`src/rtl/cla_gpk_adder16.sv`:
```
// Registered 16-bit unsigned adder: GPK-encoded Kogge-Stone carry-lookahead core
// feeding a single output register stage (sum[16] is the carry-out).
module cla_gpk_adder16 (
  input  logic        clk,
  input  logic        rst,
  input  logic        in_valid,
  input  logic [15:0] a,
  input  logic [15:0] b,
  output logic [16:0] sum,
  output logic        out_valid
);

  localparam int DATA_W = 16;
  localparam int LEVELS = 4;

  localparam logic [1:0] ST_K = 2'b00;
  localparam logic [1:0] ST_P = 2'b01;
  localparam logic [1:0] ST_G = 2'b10;

  // hi o lo: a propagating upper span passes the lower span's status through.
  function automatic logic [1:0] gpk_combine(input logic [1:0] hi, input logic [1:0] lo);
    return (hi == ST_P) ? lo : hi;
  endfunction

  function automatic logic [1:0] gpk_encode(input logic ai, input logic bi);
    if (ai && bi)
      return ST_G;
    else if (ai ^ bi)
      return ST_P;
    else
      return ST_K;
  endfunction

  logic [1:0]        pfx [LEVELS+1][DATA_W];
  logic [DATA_W-1:0] carry;
  logic [DATA_W:0]   sum_p0;
  logic [DATA_W:0]   sum_p1;
  logic              vld_p1;

  // Stage p0: combinational GPK prefix tree and sum formation
  always_comb begin
    for (int i = 0; i < DATA_W; i++) begin
      pfx[0][i] = gpk_encode(a[i], b[i]);
    end
    for (int l = 0; l < LEVELS; l++) begin
      for (int i = 0; i < DATA_W; i++) begin
        if (i >= (1 << l))
          pfx[l+1][i] = gpk_combine(pfx[l][i], pfx[l][i - (1 << l)]);
        else
          pfx[l+1][i] = pfx[l][i];
      end
    end
    // Carry-in is zero, so a fully propagating prefix resolves to no carry.
    carry[0] = 1'b0;
    for (int i = 1; i < DATA_W; i++) begin
      carry[i] = (pfx[LEVELS][i-1] == ST_G);
    end
    sum_p0 = '0;
    for (int i = 0; i < DATA_W; i++) begin
      sum_p0[i] = a[i] ^ b[i] ^ carry[i];
    end
    sum_p0[DATA_W] = (pfx[LEVELS][DATA_W-1] == ST_G);
  end

  // Stage p1: output register; sum holds when no valid pair arrives
  always_ff @(posedge clk) begin
    if (rst) begin
      sum_p1 <= '0;
      vld_p1 <= 1'b0;
    end else begin
      vld_p1 <= in_valid;
      if (in_valid)
        sum_p1 <= sum_p0;
    end
  end

  assign sum       = sum_p1;
  assign out_valid = vld_p1;

endmodule

```
`config.mk`:
```
export PLATFORM = sky130hd
export DESIGN_NAME = cla_gpk_adder16
export DESIGN_NICKNAME = d
export VERILOG_FILES = /design/src/rtl/cla_gpk_adder16.sv
export SDC_FILE = /design/constraint.sdc
export NUM_CORES = 1
export LEC_CHECK = 0
export BUFFER_PORTS_ARGS = -buffer_cell sky130_fd_sc_hd__buf_2
export CELL_PAD_IN_SITES_DETAIL_PLACEMENT = 0
export CELL_PAD_IN_SITES_GLOBAL_PLACEMENT = 2
export CORE_UTILIZATION = 33
export DETAILED_ROUTE_END_ITERATION = 12
export PLACE_DENSITY = 0.88
export SETUP_SLACK_MARGIN = 0.3
export SYNTH_ARGS = -nofsm -noshare
export SYNTH_HDL_FRONTEND = slang
export SYNTH_SLANG_ARGS = --single-unit
```
`constraint.sdc`:
```
create_clock -name clk -period 6 [get_ports clk]
set_input_delay 0.6 -clock clk [delete_from_list [all_inputs] [get_ports clk]]
set_output_delay 0.6 -clock clk [all_outputs]
set_load 0.01 [all_outputs]
```
After elaboration in Yosys (flattened, before gate mapping)
Cells that the tools add are included.
{"block": "totals", "reg_bits": 18, "input_bits": 35, "output_inout_bits": 18, "elab_cells": 195}
{"block": "op_classes", "n_eq_ne": 65, "n_mux": 81, "n_bitwise": 31, "reduce_logical": 16}
{"op": "$mux W2", "n": 65}
{"op": "$eq A2 B1 Y1 const B", "n": 49}
{"op": "$eq A2 B2 Y1 const B", "n": 16}
{"op": "$xor A1 B1 Y1", "n": 31}
{"op": "$logic_and A1 B1 Y1", "n": 16}
{"op": "$mux W1", "n": 16}

Logic depth before layout (Yosys ltp)
Gate-level depths: netlist of the first run.
{"block": "depth", "depth_word": 13, "depth_mapped": 8, "ltp_nobuf": 7}

Worst setup path before layout of the first run
No wires, ideal clock.
{"block": "synth_timing", "kind": "input to register", "start": "in a[11]", "end": "reg sum_p1[14], in the netlist sum[14]", "setup_ns": 0.122, "t_arrival_ns": 2.218, "required_time_ns": 5.878, "path_slack_ns": 3.659, "path_stages": 7, "n_path_buf": 1, "path_cell_list": "ha_1 > clkbuf_1 > mux2_2 > or4_1 > nand4_1 > o31a_1 > nand3_1"}
{"block": "synth_via", "elab_chain_len": 12, "elab_cells_between_ends": 13, "classes_between": "eq/ne (4); mux (6); bitwise (2); reduce/logical (1)"}
{"element": "start: declaration", "line": "7", "source": "input logic [15:0] a,"}
{"element": "$xor A1 B1 Y1", "line": "28", "source": "else if (ai ^ bi)"}
{"element": "$mux W1", "line": "28"}
{"element": "$mux W2 *", "line": "26", "source": "if (ai && bi)"}
{"element": "$eq A2 B1 Y1", "line": "22", "source": "return (hi == ST_P) ? lo : hi;"}
{"element": "$mux W2 * (2 in series)", "line": "22"}
{"element": "$eq A2 B1 Y1", "line": "22"}
{"element": "$mux W2 *", "line": "22"}
{"element": "$eq A2 B1 Y1", "line": "22"}
{"element": "$mux W2 *", "line": "22"}
{"element": "$eq A2 B2 Y1 *", "line": "56", "source": "carry[i] = (pfx[LEVELS][i-1] == ST_G);"}
{"element": "$xor A1 B1 Y1 *", "line": "60", "source": "sum_p0[i] = a[i] ^ b[i] ^ carry[i];"}
{"element": "end signal: assignment", "line": "73", "source": "sum_p1 <= sum_p0;"}
{"element": "end: declaration", "line": "37", "source": "logic [DATA_W:0] sum_p1;"}
Every way passes the cells marked *; elsewhere a longest branch is shown, timed or not.
A chain may end at the register's enable or synchronous reset.

Worst setup path in the final report of the first run
{"block": "layout_timing", "start": "in a[8]", "end": "reg sum_p1[10], in the netlist sum[10]"}
{"block": "layout_via", "elab_chain_len": 12, "elab_cells_between_ends": 13, "classes_between": "eq/ne (4); mux (6); bitwise (2); reduce/logical (1)"}
{"element": "$xor A1 B1 Y1", "line": "28"}
{"element": "$mux W1", "line": "28"}
{"element": "$mux W2 *", "line": "26"}
{"element": "$mux W2 *", "line": "22"}
{"element": "$eq A2 B1 Y1", "line": "22"}
{"element": "$mux W2 *", "line": "22"}
{"element": "$eq A2 B1 Y1", "line": "22"}
{"element": "$mux W2 *", "line": "22"}
{"element": "$eq A2 B1 Y1", "line": "22"}
{"element": "$mux W2 *", "line": "22"}
{"element": "$eq A2 B2 Y1 *", "line": "56"}
{"element": "$xor A1 B1 Y1 *", "line": "60"}
Marks and branches as above.

==> results of run 1 <==
[flip-flops by register name (all words and copies together), names as in the netlist]
name,count
sum,17
out_valid,1
[final timing paths]
check,to,slack (ps),from
worst min register to register,sum[14],460,sum[14]
worst min-delay path,sum[14],460,sum[14]
worst max register to register,sum[9],5130,sum[9]
worst max-delay path,sum[10],3640,a[8]
[layout make-up]
| cell class | instances | area [um2] |
|---|---|---|
| clock buffers | 3 | 41.29 |
| fillers | 631 | 3578 |
| inverters | 8 | 30.03 |
| multi-input cells | 210 | 1556 |
| flip-flops and latches | 18 | 360.3 |
| well taps | 75 | 93.84 |
| repair buffers | 52 | 260.3 |
[metal layers]
metal,GRT usage (%),vias to the layer above,wire length (um)
met2,24.58,47,2098
met3,1.136,4,202
met4,4.464,0,40
met5,0,-,0
li1,-,1014,-
met1,24.41,857,2579
[cells by family (layout without fill, tap and decap cells)]
family / after synthesis / in the layout / share of synthesized area, %
adders and majority gates: 24 / 24 / 14.81
xor gates and xnor gates: 9 / 9 / 3.887
DFF: 18 / 18 / 17.77
and+or+nand+nor: 102 / 102 / 28.62
muxes: 14 / 14 / 7.464
AOI/OAI and AO/OA: 61 / 61 / 21.96
buffers and inverters: 25 / 63 / 5.491
[power by group through the flow]
stage | registers (mW) | clock network, mW | logic [mW]
2_1_floorplan | 0.148 | 0 | 0.125
3_3_place_gp | 0.142 | 0 | 0.181
3_5_place_dp | 0.142 | 0 | 0.182
4_1_cts | 0.140 | 0.0831 | 0.183
5_1_grt | 0.141 | 0.0898 | 0.205
6_report | 0.140 | 0.0806 | 0.182
[stage by stage]
| step | power (mW) | worst slack (ps) | utilization [%] | hold slack [ps] | cell area, um2 |
|---|---|---|---|---|---|
| 4_1_cts | 0.4060 | 3616 | 39.56 | 463.6 | 2342 |
| 5_1_grt | 0.4361 | 3486 | 39.56 | 497.1 | 2342 |
| 3_5_place_dp | 0.3245 | 3366 | 38.86 | 447.9 | 2301 |
| 6_report | 0.4026 | 3636 | 39.56 | 456.0 | 2342 |
| 3_3_place_gp | 0.3231 | 3378 | 38.86 | 452.9 | 2301 |
| 2_1_floorplan | 0.2725 | 3659 | - | 481.8 | 2028 |
[critical path, stage by stage]
cell	delay [ps]
buf_2	100
ha_1	490
nand2_1	110
or4_1	470
o211ai_1	370
nor3_1	100
a211o_1	270
[placed cells by master, fill, tap and decap left out, drive strengths merged, types with 3 or more instances in the layout]
| cell type | netlist | routed |
|---|---|---|
| ha | 24 | 24 |
| a211oi | 7 | 7 |
| clkbuf | 10 | 3 |
| nor2 | 21 | 21 |
| nor2b | 3 | 3 |
| a21oi | 12 | 12 |
| o211ai | 5 | 5 |
| xnor2 | 6 | 6 |
| or3 | 3 | 3 |
| xor2 | 3 | 3 |
| buf | 7 | 52 |
| a31oi | 3 | 3 |
| o21ai | 7 | 7 |
| nand4bb | 6 | 6 |
| mux2i | 8 | 8 |
| o22ai | 7 | 7 |
| nand3b | 8 | 8 |
| nand2b | 15 | 15 |
| nor3b | 3 | 3 |
| dfxtp | 18 | 18 |
| inv | 7 | 7 |
| nor3 | 5 | 5 |
| a22oi | 3 | 3 |
| mux2 | 6 | 6 |
| nand3 | 6 | 6 |
| nand2 | 21 | 21 |
==> impl_metrics.env, run 1 <==
export IMPL_fin_crit_ps=2364
export IMPL_tns_ps=0
export IMPL_synthDominantAreaCellType="dfxtp_1"
export IMPL_placement_rows=28
export IMPL_holdPathStages=2
export IMPL_worstHoldPathType="reg2reg"
export IMPL_drcViolationCount=0
export IMPL_end_kind="register"
export IMPL_ctsHtreeMaxLevel=1
export IMPL_clockBufferDepth=2
export IMPL_synth_top_flop_cell="dfxtp_1"
export IMPL_grt_max_degree=26
export IMPL_floorplan_die_area_um2=6463
export IMPL_cell_internal_pwr_mw=0.2573
export IMPL_ys_ff_latch=18
export IMPL_initial_core_util_pct=34.26
export IMPL_synthesis_area_per_instance_um2=8.017
export IMPL_place_congestion=0.7927
export IMPL_ys_async_sr_fraction_pct=0
export IMPL_final_setup_skew_ps=0
export IMPL_antenna_cells=0
export IMPL_post_cts_resize_count=0
export IMPL_sequential_fraction_of_the_synthesis_area_pct=17.77
export IMPL_insertion_delay_ps=240
export IMPL_grt_antenna_before_repair=0
export IMPL_yosysMostFrequentCell="ha_1"
export IMPL_timing_critical_path_arrival_ps=2510
export IMPL_synth_edff_count=0
export IMPL_grt_first_pass_wirelength_um=8383
export IMPL_num_cts_buffers=3
export IMPL_worst_slew_margin_rel_pct=69.28
export IMPL_drt_wirelength_per_cell_um=13.44
export IMPL_drive_above_1_share_pct=23.02
export IMPL_design_portCount=53
export IMPL_synthesis_instances=253
export IMPL_worstPathMaxFanout=10
export IMPL_die_y_um=80.40
export IMPL_hpwlAfterDp_um=3901
export IMPL_number_of_post_cts_setup_repair_buffers=0
export IMPL_final_setup_violation_count=0
export IMPL_grt_overflow_total=0
export IMPL_tritoncts="built"
export IMPL_run_status="completed"
export IMPL_portBuffers=52
export IMPL_vias_in_the_first_global_route=1798
export IMPL_r2r_cells=2
export IMPL_drt_pass1_iter_count=4
export IMPL_fmaxAchievable_ghz=0.4230
export IMPL_power_frac_seq_pct=34.7
export IMPL_drv_cap=0
export IMPL_leakagePower_nw=0.9989
export IMPL_route_vias_total=1922
export IMPL_synth_lib_cells_used_distinct=57
export IMPL_syn_num_nets=312
export IMPL_clk_slew_on_worst_s_h_paths_ps=70
export IMPL_report_final_hold_viol_count=0
export IMPL_cp_data_required_time_ps=6140
export IMPL_power_clock_fraction_pct=20.0
export IMPL_core_area_um2=5921
export IMPL_die_width_um=80.40
export IMPL_root_buffer_master="clkbuf_8"
export IMPL_stdcell_count=366
export IMPL_yosys_warnings=0
export IMPL_cts_hold_buf=0
export IMPL_setup_repair_after_global_routing_missed_its_margin="false"
export IMPL_power_share_switching_pct=36.09
export IMPL_top_cell_type_s_share_of_synthesized_area_pct=17.77
export IMPL_period_share_pct=39.40
export IMPL_groute_usage_overall_pct=16.29
export IMPL_cell_area_after_synthesis_um2=2028
export IMPL_worst_slew_pin_slew_ps=449.1
export IMPL_slew_limit_fails=0
export IMPL_via_cell_ratio=5.251
export IMPL_critPathLaunchType="primary input"
export IMPL_total_net_switching_power_mw=0.1453
export IMPL_ys_top_cells_by_count="ha_1 (24), nand2_1 (21), nor2_1 (21), dfxtp_1 (18), nand2b_1 (14)"
export IMPL_drt_initial_drc_count=105
export IMPL_worst_setup_path_type="in2reg"
export IMPL_place_inst=363
export IMPL_power_density_nw_per_um2=171.9
export IMPL_final_net_count=352
export IMPL_syn2layout_area_growth_pct=15.48
export IMPL_peakVddDrop_v=0.00008975
export IMPL_wl_um=4919
export IMPL_combinational_share_of_power_pct=45.3
export IMPL_synth_area_leaders="dfxtp_1 (18%), ha_1 (15%), nand2b_1 (4.3%)"
export IMPL_clock_sinks=18
export IMPL_ant_nets=0
Note: power is estimated with default switching activity, not from simulation.
==> run 2, diff against run 1 <==
Settings changed: CORE_UTILIZATION 33 to 30, PLACE_DENSITY 0.88 to 0.82.
Clock period 6 ns to 2.3 ns, I/O delays scaled along.
==> run 2 against run 1 <==
Against the previous run: the run now ends with DRC left; global-route usage fell by 2.0 points; critical path depth increased by 2; highest routed layer unchanged; wire length rose by 1.6%; largest power group unchanged; first-iteration DRC count shrank 29%; clock skew did not move; sequential cell count did not move; sequential share of layout area decreased by 0.72 points.
==> impl_metrics.env, run 2 (synthesized netlist as in run 1, its figures left out) <==
export IMPL_run_status="finished, violations left"
export IMPL_failing_checks="DRC"
export IMPL_power_clock_fraction_pct=23.1
export IMPL_place_area_um2=2386
export IMPL_worstHoldPathType="in2reg"
export IMPL_leakagePower_nw=1.063
export IMPL_drv_cap=0
export IMPL_ff2ff_setup_slack_ps=1400
export IMPL_most_frequent_standard_cell_in_the_layout_excluding_fill_and_tap_cells="buf_2"
export IMPL_clk_slew_on_worst_s_h_paths_ps=80
export IMPL_grt_max_degree=25
export IMPL_fmaxAchievable_ghz=0.5385
export IMPL_groute_usage_overall_pct=14.32
export IMPL_hpwlAfterDp_um=4088
export IMPL_grt_overflow_total=0
export IMPL_wl_met1_um=2553
export IMPL_via_cell_ratio=5.176
export IMPL_holdPathStages=3
export IMPL_peakVddDrop_v=0.0001640
export IMPL_final_setup_violation_count=0
export IMPL_ctsHtreeMaxLevel=1
export IMPL_drive_above_1_share_pct=26.97
export IMPL_place_congestion=0.7451
export IMPL_final_net_count=364
export IMPL_clock_sinks=18
export IMPL_end_kind="register"
export IMPL_setup_repair_after_global_routing_missed_its_margin="true"
export IMPL_total_net_switching_power_mw=0.3966
export IMPL_design_portCount=53
export IMPL_initial_core_util_pct=31.58
export IMPL_seqCellArea_um2=360.3
export IMPL_largest_register_ff_count=17
export IMPL_grt_antenna_before_repair=0
export IMPL_final_cell_area_um2=2457
export IMPL_syn2layout_area_growth_pct=21.16
export IMPL_report_final_hold_viol_count=0
export IMPL_ant_nets=0
export IMPL_tritoncts="built"
export IMPL_top_library_cells_by_usage_in_the_layout_fill_and_taps_aside="buf_2 (52), ha_1 (23), nor2_1 (21), nand2_1 (21), dfxtp_1 (18)"
export IMPL_insertion_delay_ps=240
export IMPL_floorplan_die_area_um2=7094
export IMPL_die_width_um=84.23
export IMPL_critPathLaunchType="primary input"
export IMPL_grt_first_pass_wirelength_um=8349
export IMPL_totalPowerFinal_mw=1.128
export IMPL_antenna_cells=0
export IMPL_wl_met3_um=229
export IMPL_period_share_pct=80.74
export IMPL_vias_in_the_first_global_route=1847
export IMPL_die_y_um=84.23
export IMPL_wl_um=4999
export IMPL_cell_internal_pwr_mw=0.7313
export IMPL_worst_slew_margin_rel_pct=64.86
export IMPL_power_density_nw_per_um2=459.0
export IMPL_placement_rows=29
export IMPL_hold_slack_ps=317.3
export IMPL_core_area_um2=6422
export IMPL_drt_pass1_iter_count=8
export IMPL_drcViolationCount=4
export IMPL_worstPathMaxFanout=5
export IMPL_portBuffers=52
export IMPL_worst_slew_pin_slew_ps=512.5
export IMPL_route_vias_total=1972
export IMPL_timing_critical_path_arrival_ps=2020
export IMPL_final_setup_skew_ps=0
export IMPL_cp_data_required_time_ps=2470
export IMPL_num_cts_buffers=3
export IMPL_drt_initial_drc_count=75
export IMPL_power_share_switching_pct=35.16
export IMPL_fillCellCount=674
export IMPL_routed_top_layer="met4"
export IMPL_slew_limit_fails=0
export IMPL_clockBufferDepth=2
export IMPL_power_frac_seq_pct=32.2
export IMPL_drt_wirelength_per_cell_um=13.12
export IMPL_area_of_the_multi_input_gates_um2=1565
export IMPL_routed_wl_met2_um=2181
export IMPL_combinational_share_of_power_pct=44.7
export IMPL_root_buffer_master="clkbuf_8"
export IMPL_worst_setup_path_type="in2reg"
export IMPL_cts_hold_buf=0
export IMPL_tns_ps=0
export IMPL_r2r_cells=2
export IMPL_fin_crit_ps=1857
-- run 2: cell types whose count changed in the layout (fill, tap and decap cells not counted) --
cell | before | now
ha_1 | 24 | 23
buf_4 | 0 | 12
a311oi_2 | 1 | 2
a311oi_1 | 1 | 0
clkbuf_8 | 3 | 4
ha_2 | 0 | 1
-- run 2: path summary, 6_finish.rpt --
| check | start | endpoint |
|---|---|---|
| worst max-delay path | a[1] | sum[15] |
| worst min-delay path | rst | out_valid |
| worst max register to register | sum[9] | sum[9] |
| worst min register to register | sum[14] | sum[14] |
-- run 2: through the flow --
step                worst slack, ps  std cells  utilization [%]
floorplan                     329.2        253                -
global placement              106.0        376            37.15
detailed placement            92.49        376            37.15
CTS                           360.4        380            38.01
global route                  285.1        381            38.26
finish                        442.9        381            38.26
-- run 2: power groups by stage --
stage | Sequential (mW) | Combinational (mW) | Clock (mW)
after floorplan | 0.386 | 0.325 | 0
after global routing | 0.368 | 0.566 | 0.280
after global placement | 0.371 | 0.498 | 0
final | 0.363 | 0.504 | 0.260
after CTS | 0.363 | 0.502 | 0.268
after detailed placement | 0.371 | 0.500 | 0
-- run 2: layer usage --
layer | up-vias | track usage, %
li1 | 1036 | -
met1 | 893 | 20.01
met2 | 41 | 23.32
met3 | 2 | 1.672
met4 | 0 | 3.762
met5 | - | 0
-- run 2: timing repair --
action / in CTS / in global routing
gates resized for setup: 0 / 2
endpoints found under the setup margin: 0 / 5
buffers inserted: 0 / 1
-- run 2: layout make-up --
| class | instances | area share, % |
|---|---|---|
| Timing Repair Buffer | 64 | 14.26 |
| Tap cell | 77 | 3.921 |
| Sequential cell | 18 | 14.66 |
| Inverter | 8 | 1.222 |
| Multi-Input combinational cell | 210 | 63.70 |
| Clock buffer | 4 | 2.240 |
-- run 2: worst max-delay path, stage by stage --
cell	delay [ps]
buf_2	110
ha_1	350
nand2b_1	240
a31oi_1	230
buf_4	160
o2111ai_1	130
o211ai_2	170
mux2i_1	120
o32ai_1	280
==> run 3, diff against run 2 <==
Settings changed: ABC_AREA from default to 1, CORE_UTILIZATION 30 to 27, PLACE_DENSITY 0.82 to 0.83.
Clock period 2.3 ns to 1.9 ns, I/O delays scaled along.
==> run 3 against run 2 <==
Against the previous run: the flow now finishes without violations; non-clock buffer count is 5 lower; die area is 21% higher; design area up 15%; power is 39% higher; combinational power grew 65%; global-route usage up 0.55 points; critical path type unchanged.
==> impl_metrics.env, run 3 <==
export IMPL_clockBufferDepth=2
export IMPL_worstPathMaxFanout=7
export IMPL_die_width_um=92.65
export IMPL_route_vias_total=2418
export IMPL_place_congestion=0.7964
export IMPL_routed_top_layer="met4"
export IMPL_drt_initial_drc_count=89
export IMPL_top_cell_type_s_share_of_synthesized_area_pct=23.18
export IMPL_groute_usage_overall_pct=14.88
export IMPL_sequential_fraction_of_the_synthesis_area_pct=16.24
export IMPL_number_of_post_cts_setup_repair_buffers=0
export IMPL_insertion_delay_ps=240
export IMPL_routed_wl_met2_um=2547
export IMPL_worstHoldPathType="in2reg"
export IMPL_top_library_cells_by_usage_in_the_layout_fill_and_taps_aside="nand2_1 (131), inv_1 (70), buf_2 (52), nand3_1 (36), nor2_1 (34)"
export IMPL_ys_async_sr_fraction_pct=0
export IMPL_core_area_um2=7848
export IMPL_synth_lib_cells_used_distinct=27
export IMPL_portBuffers=52
export IMPL_initial_core_util_pct=28.27
export IMPL_hpwlAfterDp_um=5193
export IMPL_ctsHtreeMaxLevel=1
export IMPL_yosys_warnings=0
export IMPL_root_buffer_master="clkbuf_8"
export IMPL_synthesis_area_per_instance_um2=5.574
export IMPL_setup_repair_after_global_routing_missed_its_margin="true"
export IMPL_die_y_um=92.65
export IMPL_syn2layout_area_growth_pct=27.41
export IMPL_ys_ff_latch=18
export IMPL_drv_cap=0
export IMPL_yosysMostFrequentCell="nand2_1"
export IMPL_timing_critical_path_arrival_ps=1630
export IMPL_post_cts_resize_count=0
export IMPL_final_net_count=514
export IMPL_via_cell_ratio=4.349
export IMPL_grt_first_pass_wirelength_um=10370
export IMPL_clock_sinks=18
export IMPL_worst_setup_path_type="in2reg"
export IMPL_wl_um=6115
export IMPL_vias_in_the_first_global_route=2294
export IMPL_synth_top_flop_cell="dfxtp_1"
export IMPL_power_density_nw_per_um2=555.9
export IMPL_grt_overflow_total=0
export IMPL_final_setup_skew_ps=0
export IMPL_largest_register_ff_count=17
export IMPL_design_portCount=53
export IMPL_wl_met1_um=3292
export IMPL_fmaxAchievable_ghz=0.6761
export IMPL_totalPowerFinal_mw=1.571
export IMPL_worst_slew_margin_rel_pct=78.97
export IMPL_most_frequent_standard_cell_in_the_layout_excluding_fill_and_tap_cells="nand2_1"
export IMPL_ys_top_cells_by_count="nand2_1 (137), inv_1 (70), nor2_1 (37), nand3_1 (36), ha_1 (24)"
export IMPL_tritoncts="built"
export IMPL_critPathLaunchType="primary input"
export IMPL_synthesis_instances=398
export IMPL_floorplan_die_area_um2=8583
export IMPL_synthDominantAreaCellType="nand2_1"
export IMPL_ant_nets=0
export IMPL_report_final_hold_viol_count=0
export IMPL_syn_num_nets=457
export IMPL_period_share_pct=77.84
export IMPL_end_kind="register"
export IMPL_antenna_cells=0
export IMPL_final_util_pct=36.02
export IMPL_final_setup_violation_count=0
export IMPL_placement_rows=32
export IMPL_peakVddDrop_v=0.0002521
export IMPL_drcViolationCount=0
export IMPL_grt_antenna_before_repair=0
export IMPL_num_cts_buffers=3
export IMPL_synth_area_leaders="nand2_1 (23%), dfxtp_1 (16%), ha_1 (14%)"
export IMPL_tns_ps=0
export IMPL_drive_above_1_share_pct=22.69
export IMPL_synth_edff_count=0
export IMPL_drt_wirelength_per_cell_um=11.00
export IMPL_clk_slew_on_worst_s_h_paths_ps=70
export IMPL_hold_slack_ps=205.0
export IMPL_place_area_um2=2618
export IMPL_slew_limit_fails=0
export IMPL_run_status="completed"
export IMPL_final_cell_area_um2=2826
export IMPL_wl_met3_um=244
export IMPL_worst_slew_pin_slew_ps=315.1
export IMPL_drt_pass1_iter_count=4
export IMPL_cts_hold_buf=0
export IMPL_leakagePower_nw=1.625
export IMPL_cp_data_required_time_ps=2050
export IMPL_grt_max_degree=16
export IMPL_cell_area_after_synthesis_um2=2218
export IMPL_fin_crit_ps=1479
[run 3: layout make-up]
class | count | area (um2)
Tap cell | 102 | 127.6
Clock buffer | 4 | 55.05
Multi-Input combinational cell | 303 | 1708
Fill cell | 916 | 5021
Timing Repair Buffer | 59 | 312.8
Sequential cell | 18 | 360.3
Inverter | 70 | 262.8
[run 3: path summary, 6_finish.rpt]
| check | startpoint | cells after the start | to | slack, ps |
|---|---|---|---|---|
| max reg2reg | sum[13] | 2 | sum[13] | 1150 |
| max | b[10] | 11 | sum[11] | 420 |
| min reg2reg | sum[16] | 2 | sum[16] | 460 |
| min | rst | 2 | sum[16] | 200 |
[run 3: worst max-delay path, cell delays in order]
cell and delay (ps):
buf_2 100, ha_2 400, nand2_1 90, o21bai_1 160
buf_4 150, nor2_1 110, nand3_1 100, nand2_1 120
nor2_1 50, o21ai_1 120, inv_1 40
[run 3: through the flow]
stage	worst slack, ps	cells
5_1_grt	293.7	556
3_3_place_gp	36.07	552
2_1_floorplan	430.9	398
3_5_place_dp	31.80	552
6_report	421.0	556
4_1_cts	301.7	556
[run 3: where the power goes]
| part | internal (mW) | switching [mW] |
|---|---|---|
| Combinational | 0.325 | 0.505 |
| Sequential | 0.416 | 0.0188 |
| Clock | 0.184 | 0.123 |
| Total | 0.925 | 0.646 |
[run 3: cell families after synthesis]
family	share of synthesized area, %
compound gates	13.25
simple gates	41.29
fa+ha+maj	13.54
buf+inv	13.71
xor+xnor	1.974
flops	16.24
[run 3: metal layers]
metal / track usage, % / vias up
met2: 24.01 / 41
met3: 0.9852 / 2
met4: 2.692 / 0
met1: 21.76 / 1029
li1: - / 1346
met5: 0 / -
